File: src/rtl/sha_wsched_par.sv
// SHA-256 message schedule generator emitting WPC words per beat from a 16-word sliding window.
// Optional macro WSCHED_HOLD_EN enables the downstream hold (stall) input.
module sha_wsched_par #(
   parameter int WPC  = 1,
   parameter int IDXW = 6
) (
   input  logic              clk,
   input  logic              reset,
   input  logic              start,
   input  logic [511:0]      msgIn,
   input  logic              hold,
   output logic              busy,
   output logic              wValid,
   output logic [32*WPC-1:0] wOut,
   output logic [IDXW-1:0]   wIdx,
   output logic              done
);

   localparam logic [0:0] IDLE = 1'b0;
   localparam logic [0:0] RUN  = 1'b1;
   localparam logic [IDXW-1:0] LAST_IDX = IDXW'(64 - WPC);
   localparam logic [IDXW-1:0] STEP     = IDXW'(WPC);

   function automatic logic [31:0] f_sig0(input logic [31:0] x);
      return {x[6:0], x[31:7]} ^ {x[17:0], x[31:18]} ^ (x >> 3);
   endfunction

   function automatic logic [31:0] f_sig1(input logic [31:0] x);
      return {x[16:0], x[31:17]} ^ {x[18:0], x[31:19]} ^ (x >> 10);
   endfunction

   logic [0:0]        r_state;
   logic [31:0]       r_win [0:15];
   logic [32*WPC-1:0] r_wout;
   logic [IDXW-1:0]   r_idx;

   logic              w_held;
   logic              w_last;
   logic              w_done;
   logic              w_load;
   logic              w_adv;
   logic [31:0]       w_ext [0:15+WPC];
   logic [32*WPC-1:0] w_wnext;

`ifdef WSCHED_HOLD_EN
   assign w_held = hold && (r_state == RUN);
`else
   assign w_held = hold & 1'b0;
`endif

   assign w_last = (r_state == RUN) && (r_idx == LAST_IDX);
   assign w_done = w_last && !w_held;
   // A new block is taken from IDLE or on an un-held final beat (back-to-back).
   assign w_load = start && ((r_state == IDLE) || w_done);
   assign w_adv  = (r_state == RUN) && !w_held;

   // w_ext[0..15] is the window (or the fresh block); later entries chain the recurrence
   // so every word of a beat is produced in the same cycle.
   genvar gi;
   generate
      for (gi = 0; gi < 16; gi++) begin : g_src
         assign w_ext[gi] = w_load ? msgIn[511-32*gi -: 32] : r_win[gi];
      end
      for (gi = 0; gi < WPC; gi++) begin : g_exp
         assign w_ext[16+gi] = f_sig1(w_ext[14+gi]) + w_ext[9+gi]
                             + f_sig0(w_ext[1+gi]) + w_ext[gi];
         assign w_wnext[32*gi +: 32] = w_ext[gi];
      end
   endgenerate

   always_ff @(posedge clk) begin
      if (!reset) begin
         r_state <= IDLE;
         r_idx   <= '0;
         r_wout  <= '0;
         for (int i = 0; i < 16; i++) r_win[i] <= '0;
      end else if (w_load) begin
         r_state <= RUN;
         r_idx   <= '0;
         r_wout  <= w_wnext;
         for (int i = 0; i < 16; i++) r_win[i] <= w_ext[i+WPC];
      end else if (w_adv) begin
         if (w_last) begin
            r_state <= IDLE;
         end else begin
            r_idx  <= r_idx + STEP;
            r_wout <= w_wnext;
            for (int i = 0; i < 16; i++) r_win[i] <= w_ext[i+WPC];
         end
      end
   end

   assign busy   = (r_state == RUN);
   assign wValid = (r_state == RUN);
   assign wOut   = r_wout;
   assign wIdx   = r_idx;
   assign done   = w_done;

endmodule

File: config.mk
export PLATFORM = sky130hd
export DESIGN_NAME = sha_wsched_par
export DESIGN_NICKNAME = d
export VERILOG_FILES = /design/src/rtl/sha_wsched_par.sv
export SDC_FILE = /design/constraint.sdc
export NUM_CORES = 1
export LEC_CHECK = 0
export ABC_AREA = 1
export ABC_CLOCK_PERIOD_IN_PS = 25000
export CAP_MARGIN = 40
export CORE_UTILIZATION = 43
export CTS_CLUSTER_DIAMETER = 120
export DETAILED_ROUTE_END_ITERATION = 6
export MAX_ROUTING_LAYER = met4
export PLACE_DENSITY_LB_ADDON = 0.05
export SKIP_LAST_GASP = 1
export SLEW_MARGIN = 20
export SYNTH_ARGS = -nofsm -noshare
export SYNTH_HDL_FRONTEND = slang
export SYNTH_SLANG_ARGS = --single-unit
File: constraint.sdc
create_clock -name clk -period 25 [get_ports clk]
set_input_delay 5 -clock clk [delete_from_list [all_inputs] [get_ports clk]]
set_output_delay 5 -clock clk [all_outputs]
set_load 0.03 [all_outputs]
==> metrics list, run 1 <==
- Largest net degree at the start of global routing: ~170
- Largest fanout of any net on the critical path: 66
- The cell area that synthesis handed to floorplanning was 0.0296 mm2.
- Number of distinct library cells after synthesis: 36
- STA puts the critical path data arrival time at between 10000 and 15000 ps.
- Broken down by cell family, the worst path's largest delay share belongs to buffers and inverters.
- CTS tree: done
- Final Non-Filler Cells: 4462
- After routing the design area is 0.0384 mm2.
- Setup Skew: 33.3 ps
* Width of the die: 265 um
- DR WL/cell: 23.6 um
* Largest area contributor in the netlist: sky130_fd_sc_hd__edfxtp_1
- The first TritonRoute pass finished after 7 iterations.
- The first global-routing pass estimated 151000 um of wire.
- In this run the power density over the cells is 109 mW/mm2.
- Port bufs: roughly 560
* Transition time at the pin with the least slew margin: 776 ps
- Based on the critical path, the design can be clocked at up to 83.2 MHz.
* Kind of end point of the critical path: register
* H-Tree Depth: 2
- Die area: 0.0700 mm2
- Mux cell area share after synthesis: 4.44%
- Number of gates resized after cts: 0
* P_leak: about 16 nW
* Share of layout cells above drive strength 1: about 6.6%
- CTS clock-pin slew for the worst setup and hold paths: 60 ps
* Clock net sink count: ~550
- For this run, the total global-route usage over all layers was measured as roughly 30%.
- The die is 265 um tall.
* Biggest area contributors in the synthesized netlist: sky130_fd_sc_hd__edfxtp_1 52%, sky130_fd_sc_hd__nand2_1 11%, sky130_fd_sc_hd__a21oi_1 4.8%, sky130_fd_sc_hd__nand3_1 4.3%, sky130_fd_sc_hd__fa_1 4.2%
- For this run, the post-layout net count is 4126.
- Critical path cell sequence: clkdlybuf4s50_1 -> nand2_8 -> buf_4 -> buf_4 -> buf_16 -> buf_4 -> buf_16 -> mux2i_1 -> xnor2_1 -> xor2_1 -> fa_1 -> inv_1 -> ha_1 -> a21oi_1 -> o21ai_0 -> a21oi_1 -> o21ai_0 -> a21oi_1 -> nand3_1 -> nand2_1 -> nor2_1
- Outcome: complete, no violations
* Synthesized instance count: 3034
* Slowest cell on crit path: sky130_fd_sc_hd__clkdlybuf4s50_1
- For this block, the routed nets add up to 105000 um of wire.
- Std-Cell Core Area: 0.0676 mm2
- The initial antenna violation count came to 19.
- Sorting the synthesized cells by how often they occur yields 892 x sky130_fd_sc_hd__nand2_1, 512 x sky130_fd_sc_hd__edfxtp_1, 286 x sky130_fd_sc_hd__a21oi_1, 257 x sky130_fd_sc_hd__nand3_1, 246 x sky130_fd_sc_hd__inv_1.
* Number of maximum-capacitance constraint violations: 0
- Routability-driven placement finished with a final weighted congestion of 0.931.
* Path category of the worst min-delay check: register to register
- In this run, placement finished with an instance count of 4318.
* Post-DP Area: roughly 0.036 mm2
- Flops & latches, synth: ~550
- Counting I/O delays and the setup requirement, the final critical path takes 12020 ps.
- Summing the areas of all fa, ha and maj instances in the mapped netlist gives 5.54% of the synthesized area.
* Count of flip-flops with a built-in enable after synthesis: around 510
- Net count after synthesis: 3644
- Pins Over Slew Limit: 0
- Detailed-placement wirelength estimate: 79500 um
- Utilization of the core after routing: 56.8%
* Standard-cell rows: 95
* Root buffer cell: sky130_fd_sc_hd__clkbuf_16
* Xor and xnor area share after synthesis: 3.52%
- Clk_lat worst skew: 650 ps
- Sequential cell area: 0.0162 mm2
* Layout overhead on the synthesized area: 29.5%
* Post-synthesis async set-or-reset flop share: 0%
- Post-synthesis simple-gate area fraction: between 10% and 20%
* Number of buffers created by CTS: 60
- Dividing the final minimum period by the clock period gives between 40 and 50%.
* Count of final hold-check violations: 0
- After synthesis, flip-flops and latches occupy 54.5% of the total area.
* Number of warnings printed during yosys synthesis: 0
- The routed layout has 23500 vias.
* Top_reg_cell synth: sky130_fd_sc_hd__edfxtp_1
- Number of setup buffers added after CTS: 0
* Count of hold-fix buffers inserted at cts: 0
- In this run the tightest slew margin relative to its limit is 46.8%.
- Pin placement for this block handled 557 I/O pins.
- Setup violations remaining at the end of the flow were counted as 0.
* WS Path Type: input port to register
- Using the TritonRoute via totals, the vias-per-cell ratio works out to around 5.3.
* Area occupied by multi-input gates: between 0.01 and 0.015 mm2
- The synthesized netlist devotes 7.46% of its cell area to compound gates.
- Buffering stage count on the worst path with inverters included: 7
* Average size of a mapped cell: 9.77 um2
* Leftover overflow at the end of global routing: 0
* Startpoint types: input port
* Routed Antenna Nets: 0
- Dominant combinational cell family by area after synthesis: simple AND/OR/NAND/NOR gates
- Highest cell delay on the worst timing path: 770 ps
- sky130_fd_sc_hd__nand2_1 is the most common cell in the netlist.
- CTS Buffer Depth: 3
* DRC violations left: 0
- The first routing iteration left 2242 violations.
* Worst vdd ir: 67.3 uV
* Fraction of synthesized cell area taken by the top area cell type: roughly half
- The via count of the first global-routing pass is 23000.
- Starting density of the core: between 40% and 50%
- Layout fillers: between 6000 and 7000
- Required time at the worst-slack endpoint: 25390 ps
- RSZ-0062 raised after global routing: no
* Total negative slack: 0 ps
-- flip-flops by register name (all words and copies together), names as in the netlist --
| signal | count |
|---|---|
| r_win | 512 |
| wOut | 32 |
| wIdx | 6 |
| busy | 1 |
-- worst reg2reg max path, stage by stage, from the launching register on --
cell and delay [ps]:
sky130_fd_sc_hd__dfxtp_1 690, sky130_fd_sc_hd__inv_1 130, sky130_fd_sc_hd__o21bai_2 210, sky130_fd_sc_hd__buf_4 220, sky130_fd_sc_hd__nand2_8 560, sky130_fd_sc_hd__buf_4 730
sky130_fd_sc_hd__buf_4 400, sky130_fd_sc_hd__buf_16 290, sky130_fd_sc_hd__buf_4 230, sky130_fd_sc_hd__buf_16 290, sky130_fd_sc_hd__mux2i_1 730, sky130_fd_sc_hd__xnor2_1 190
sky130_fd_sc_hd__xor2_1 210, sky130_fd_sc_hd__fa_1 550, sky130_fd_sc_hd__inv_1 60, sky130_fd_sc_hd__ha_1 380, sky130_fd_sc_hd__a21oi_1 350, sky130_fd_sc_hd__o21ai_0 240
sky130_fd_sc_hd__a21oi_1 160, sky130_fd_sc_hd__o21ai_0 220, sky130_fd_sc_hd__a21oi_1 600, sky130_fd_sc_hd__nand3_1 160, sky130_fd_sc_hd__nand2_1 80, sky130_fd_sc_hd__nor2_1 50
-- metal layers --
metal	GRT usage (%)	up-vias	wire (um)
li1	-	11100	-
met1	40.0	11400	45000
met2	48.3	837	50300
met3	4.92	124	6750
met4	9.46	0	3100
met5	-	-	0
-- final cells by class --
class / count / share of cell area (%)
sequential: 551 / 42.1
antenna: 21 / 0.137
timing repair buffer: 598 / 16.1
clock buffer: 73 / 4.25
multi-input combinational: 2055 / 30.6
inverter: 250 / 2.48
tap: 873 / 2.85
clock inverter: 41 / 1.57
-- power by group --
| part | total [mW] | leakage [nW] | switching [mW] | internal (mW) |
|---|---|---|---|---|
| Sequential | 1.26 | 5.91 | 0.0567 | 1.21 |
| Combinational | 1.93 | 8.62 | 1.27 | 0.654 |
| Clock | 1.00 | 1.08 | 0.390 | 0.611 |
| Total | 4.19 | 15.6 | 1.72 | 2.47 |
-- placed cells by master (no fill, tap or decap), types with 3 or more instances in the layout --
master / instances
sky130_fd_sc_hd__clkinv_2: 13
sky130_fd_sc_hd__diode_2: 21
sky130_fd_sc_hd__nand2_1: 889
sky130_fd_sc_hd__clkbuf_8: 4
sky130_fd_sc_hd__buf_2: 6
sky130_fd_sc_hd__a21oi_1: 286
sky130_fd_sc_hd__fa_1: 62
sky130_fd_sc_hd__nor3_1: 8
sky130_fd_sc_hd__clkinvlp_4: 6
sky130_fd_sc_hd__nand4_1: 3
sky130_fd_sc_hd__o21ai_0: 98
sky130_fd_sc_hd__o21ai_1: 22
sky130_fd_sc_hd__xor2_1: 44
sky130_fd_sc_hd__buf_4: 20
sky130_fd_sc_hd__clkdlybuf4s50_1: 554
sky130_fd_sc_hd__clkbuf_16: 62
sky130_fd_sc_hd__o21a_1: 9
sky130_fd_sc_hd__bufinv_16: 14
sky130_fd_sc_hd__edfxtp_1: 512
sky130_fd_sc_hd__mux2i_1: 14
sky130_fd_sc_hd__nor2_1: 151
sky130_fd_sc_hd__inv_1: 246
sky130_fd_sc_hd__buf_16: 13
sky130_fd_sc_hd__dfxtp_1: 39
sky130_fd_sc_hd__mux2i_4: 51
sky130_fd_sc_hd__ha_1: 32
sky130_fd_sc_hd__a31oi_1: 6
sky130_fd_sc_hd__nand3b_1: 4
sky130_fd_sc_hd__or2_2: 28
sky130_fd_sc_hd__a21o_1: 4
sky130_fd_sc_hd__nand3_1: 257
sky130_fd_sc_hd__clkbuf_1: 7
sky130_fd_sc_hd__clkinv_1: 5
sky130_fd_sc_hd__inv_6: 3
sky130_fd_sc_hd__nand2_4: 3
sky130_fd_sc_hd__buf_12: 4
sky130_fd_sc_hd__xnor2_1: 75
-- stage by stage --
stage / total power [mW] / setup WS, ps / hold WS (ps)
floorplan: 2.49 / 13400 / 487
global placement: 3.17 / 12040 / 465
detailed placement: 3.17 / 11990 / 476
CTS: 4.18 / 12670 / 485
global route: 4.46 / 12710 / 512
finish: 4.19 / 12980 / 486
-- worst paths after layout --
check                             start                 endpoint  slack, ps  depth (start not counted)
hold / removal    wOut[31]$_SDFFE_PN0P_    wOut[31]$_SDFFE_PN0P_        490                          2
hold reg to reg   wOut[31]$_SDFFE_PN0P_    wOut[31]$_SDFFE_PN0P_        490                          2
setup / recovery                  start  r_win[1][255]$_DFFE_PP_      12980                         21
setup reg to reg        busy$_SDFF_PN0_  r_win[1][255]$_DFFE_PP_      17030                         23
-- cells by family (layout without fill, tap and decap cells) --
| kind of cell | count (synthesis) | after routing |
|---|---|---|
| and+or+nand+nor | 1345 | 1345 |
| DFF | 551 | 551 |
| AOI/OAI and AO/OA | 430 | 430 |
| buffers and inverters | 428 | 962 |
| xor gates and xnor gates | 119 | 119 |
| adders and majority gates | 94 | 94 |
| muxes | 67 | 67 |
| other | 0 | 21 |
(Power assumes the default switching activity.)
==> inputs of run 2 (changes only) <==
--- a/config.mk
+++ b/config.mk
@@ -6,7 +6,7 @@
 export NUM_CORES = 1
 export LEC_CHECK = 0
 export ABC_AREA = 1
-export ABC_CLOCK_PERIOD_IN_PS = 25000
+export ABC_CLOCK_PERIOD_IN_PS = 12600
 export CAP_MARGIN = 40
 export CORE_UTILIZATION = 43
 export CTS_CLUSTER_DIAMETER = 120
==> constraint.sdc (replaced) <==
create_clock -name clk -period 12.6 [get_ports clk]
set_input_delay 2.52 -clock clk [delete_from_list [all_inputs] [get_ports clk]]
set_output_delay 2.52 -clock clk [all_outputs]
set_load 0.03 [all_outputs]
==> run 2 against run 1 <==
Hold slack worse by 0.76 ps. Core utilization is 0.57 points lower. First-iteration DRC count is 0.76% higher. Critical endpoint is now r_win[1][241]$_DFFE_PP_.
==> metrics list, run 2 (synthesis gave the netlist of run 1 again) <==
- The flow ran to the end, and the final reports show no timing, DRC or antenna violations.
- In the detailed route, the total length drawn on met2 is 51200 um.
* Max Fclk: 114 MHz
- Number of setup violations in the final report: 0
- Iteration-0 DRC count of the detailed router: approximately 2300
- The critical path goes through clkdlybuf4s50_1 -> nand2_8 -> buf_4 -> mux2i_4 -> xor2_1 -> fa_1 -> inv_1 -> fa_1 -> inv_1 -> ha_1 -> inv_1 -> fa_1 -> o21ai_0 -> a21boi_0 -> o21ai_0 -> a21oi_1 -> o21ai_0 -> nand2_1 -> nand2_1 -> nor2_1.
- At the end of the flow the core is filled with cells to 56.2%.
* Layout overhead on the synthesized area: 28.2%
- The total overflow left after global routing is 0.
* Largest fanout of any net on the critical path: 61
* Detail Route met3 WL: about 7000 um
* Highest cell delay on the worst timing path: ~730 ps
- CTS built an H-tree with a depth of 2.
- Pins Over Slew Limit: 0
- The region available for standard cell placement spans 0.0676 mm2.
- The initial utilization of the core area, before any placement, comes to approximately 44%.
* Highest routing layer actually used: met4
* Count of hold-fix buffers inserted at cts: 0
* Required time at the worst-slack endpoint: around 13000 ps
- For the pin with the worst max-slew slack, the measured transition is 915 ps.
* Root buffer cell: sky130_fd_sc_hd__clkbuf_16
- The filler cells instantiated in the layout total 5939.
- Worst vdd ir: 163 uV
- Most common cell after layout, fill and taps aside: sky130_fd_sc_hd__nand2_1
* Overall power after layout: 8.13 mW
* Worst slew margin relative to its limit: between 30% and 40%
- Setup Skew: 28.6 ps
- DR WL/cell: 23.8 um
* Detailed-placement wirelength estimate: between 80000 and 90000 um
- Total number of vias: 23500
* Number of antenna violations at the first check in global routing: 15
- Largest net degree at the start of global routing: 123
- CTS clock-pin slew for the worst setup and hold paths: 60 ps
- The die is 265 um wide.
- In this run, post-CTS repair resized a total of 0 instances.
- The slowest stage of the critical path belongs to the cell sky130_fd_sc_hd__clkdlybuf4s50_1.
- Vert. Die Dim: 265 um
- Total wire length: 106000 um
- TritonRoute pass-1 iters: 6
* Clk_lat worst skew: 640 ps
* Final worst path period share: 69.7%
* Worst hold path stage count: 2
- Across the run, the number of max-cap violations was 0.
* Register with the most flip-flops: r_win
- For this design the ratio of total power to cell area is 214 mW/mm2.
- Net count reported at finish: 4122
* Final Critical Period: 8780 ps
- Startpoint types: input port
* CTS tree: done
- The die covers 0.0700 mm2.
- Data arrives at the worst endpoint at 9170 ps.
* Final Non-Filler Cells: ~4500
- The detail route stage leaves a number of antenna-violating nets equal to 0.
* Largest register FFs: 512
- Number of setup buffers added after CTS: 0
- Number of buffers created by CTS: 59
* Kind of end point of the critical path: register
* Via count of the first global-routing pass: 22900
* Port bufs: 555
- Setup repair after global routing left no endpoint under its margin.
- Final weighted congestion in routability-driven placement: just over 0.9
* Placed instance count: between 4000 and 5000
- The number of cells on the worst reg-to-reg path is 22.
* P_leak: 15.4 nW
- The top cell types in the final layout, fill and taps aside, are 889 x sky130_fd_sc_hd__nand2_1, 554 x sky130_fd_sc_hd__clkdlybuf4s50_1, 512 x sky130_fd_sc_hd__edfxtp_1, 286 x sky130_fd_sc_hd__a21oi_1, 257 x sky130_fd_sc_hd__nand3_1.
- Share of layout cells above drive strength 1: 6.18%
- The number of failing hold endpoints at the final stage is 0.
* WS Path Type: input port to register
- The longest clock path from root to sink contains 3 buffers.
* Standard-cell rows: between 90 and 100
- After detailed routing, the number of remaining DRC violations is 0.
* Path category of the worst min-delay check: register to register
- In the final routing, the length of wire on met1 measures 44700 um.
* Combined global-route utilization of all metal layers: 30.6%
- Total negative slack: 0 ps
* Global-route wire length before repair: 151000 um
- Clock net sink count: 551
- IO Count: about 560
- After detailed routing, the number of vias per cell comes to 5.27.
[run 2: metrics by stage]
stage                     instance area [um2]  worst slack (ps)  hold WS (ps)
after global placement                  35700              3200           465
after detailed placement                35900              3150           473
after floorplan                         29600              3480           487
after global routing                    38000              3320           519
final                                   38000              3820           486
after CTS                               37900              3810           486
[run 2: area by class of cell]
type	count	area, um2	area share [%]
Clock inverter	35	382	1.00
Tap cell	873	1090	2.87
Multi-Input combinational cell	2055	11700	30.9
Clock buffer	74	1610	4.22
Inverter	250	953	2.51
Timing Repair Buffer	595	6040	15.9
Antenna cell	19	47.5	0.125
Sequential cell	551	16200	42.5
[run 2: power breakdown]
group	internal [mW]	switching, mW
registers	2.40	0.117
clock network	1.05	0.760
logic	1.29	2.52
total	4.73	3.40
[run 2: worst max-delay path, delay by kind of cell]
family | cells | cell delay [ps]
buffers and inverters | 5 | 1650
muxes | 1 | 530
xor gates and xnor gates | 1 | 300
and+or+nand+nor | 4 | 850
adders and majority gates | 4 | 1500
AOI/OAI and AO/OA | 5 | 1750
[run 2: path summary, 6_finish.rpt]
kind | start | end | slack (ps)
max | start | r_win[1][241]$_DFFE_PP_ | 3820
min | wOut[5]$_SDFFE_PN0P_ | wOut[5]$_SDFFE_PN0P_ | 490
max reg2reg | busy$_SDFF_PN0_ | r_win[1][241]$_DFFE_PP_ | 5270
min reg2reg | wOut[5]$_SDFFE_PN0P_ | wOut[5]$_SDFFE_PN0P_ | 490
[run 2: metal layers]
layer	vias to the layer above	global-route usage, %
li1	11100	-
met1	11400	40.3
met2	883	49.2
met3	126	4.51
met4	0	8.50
met5	-	-
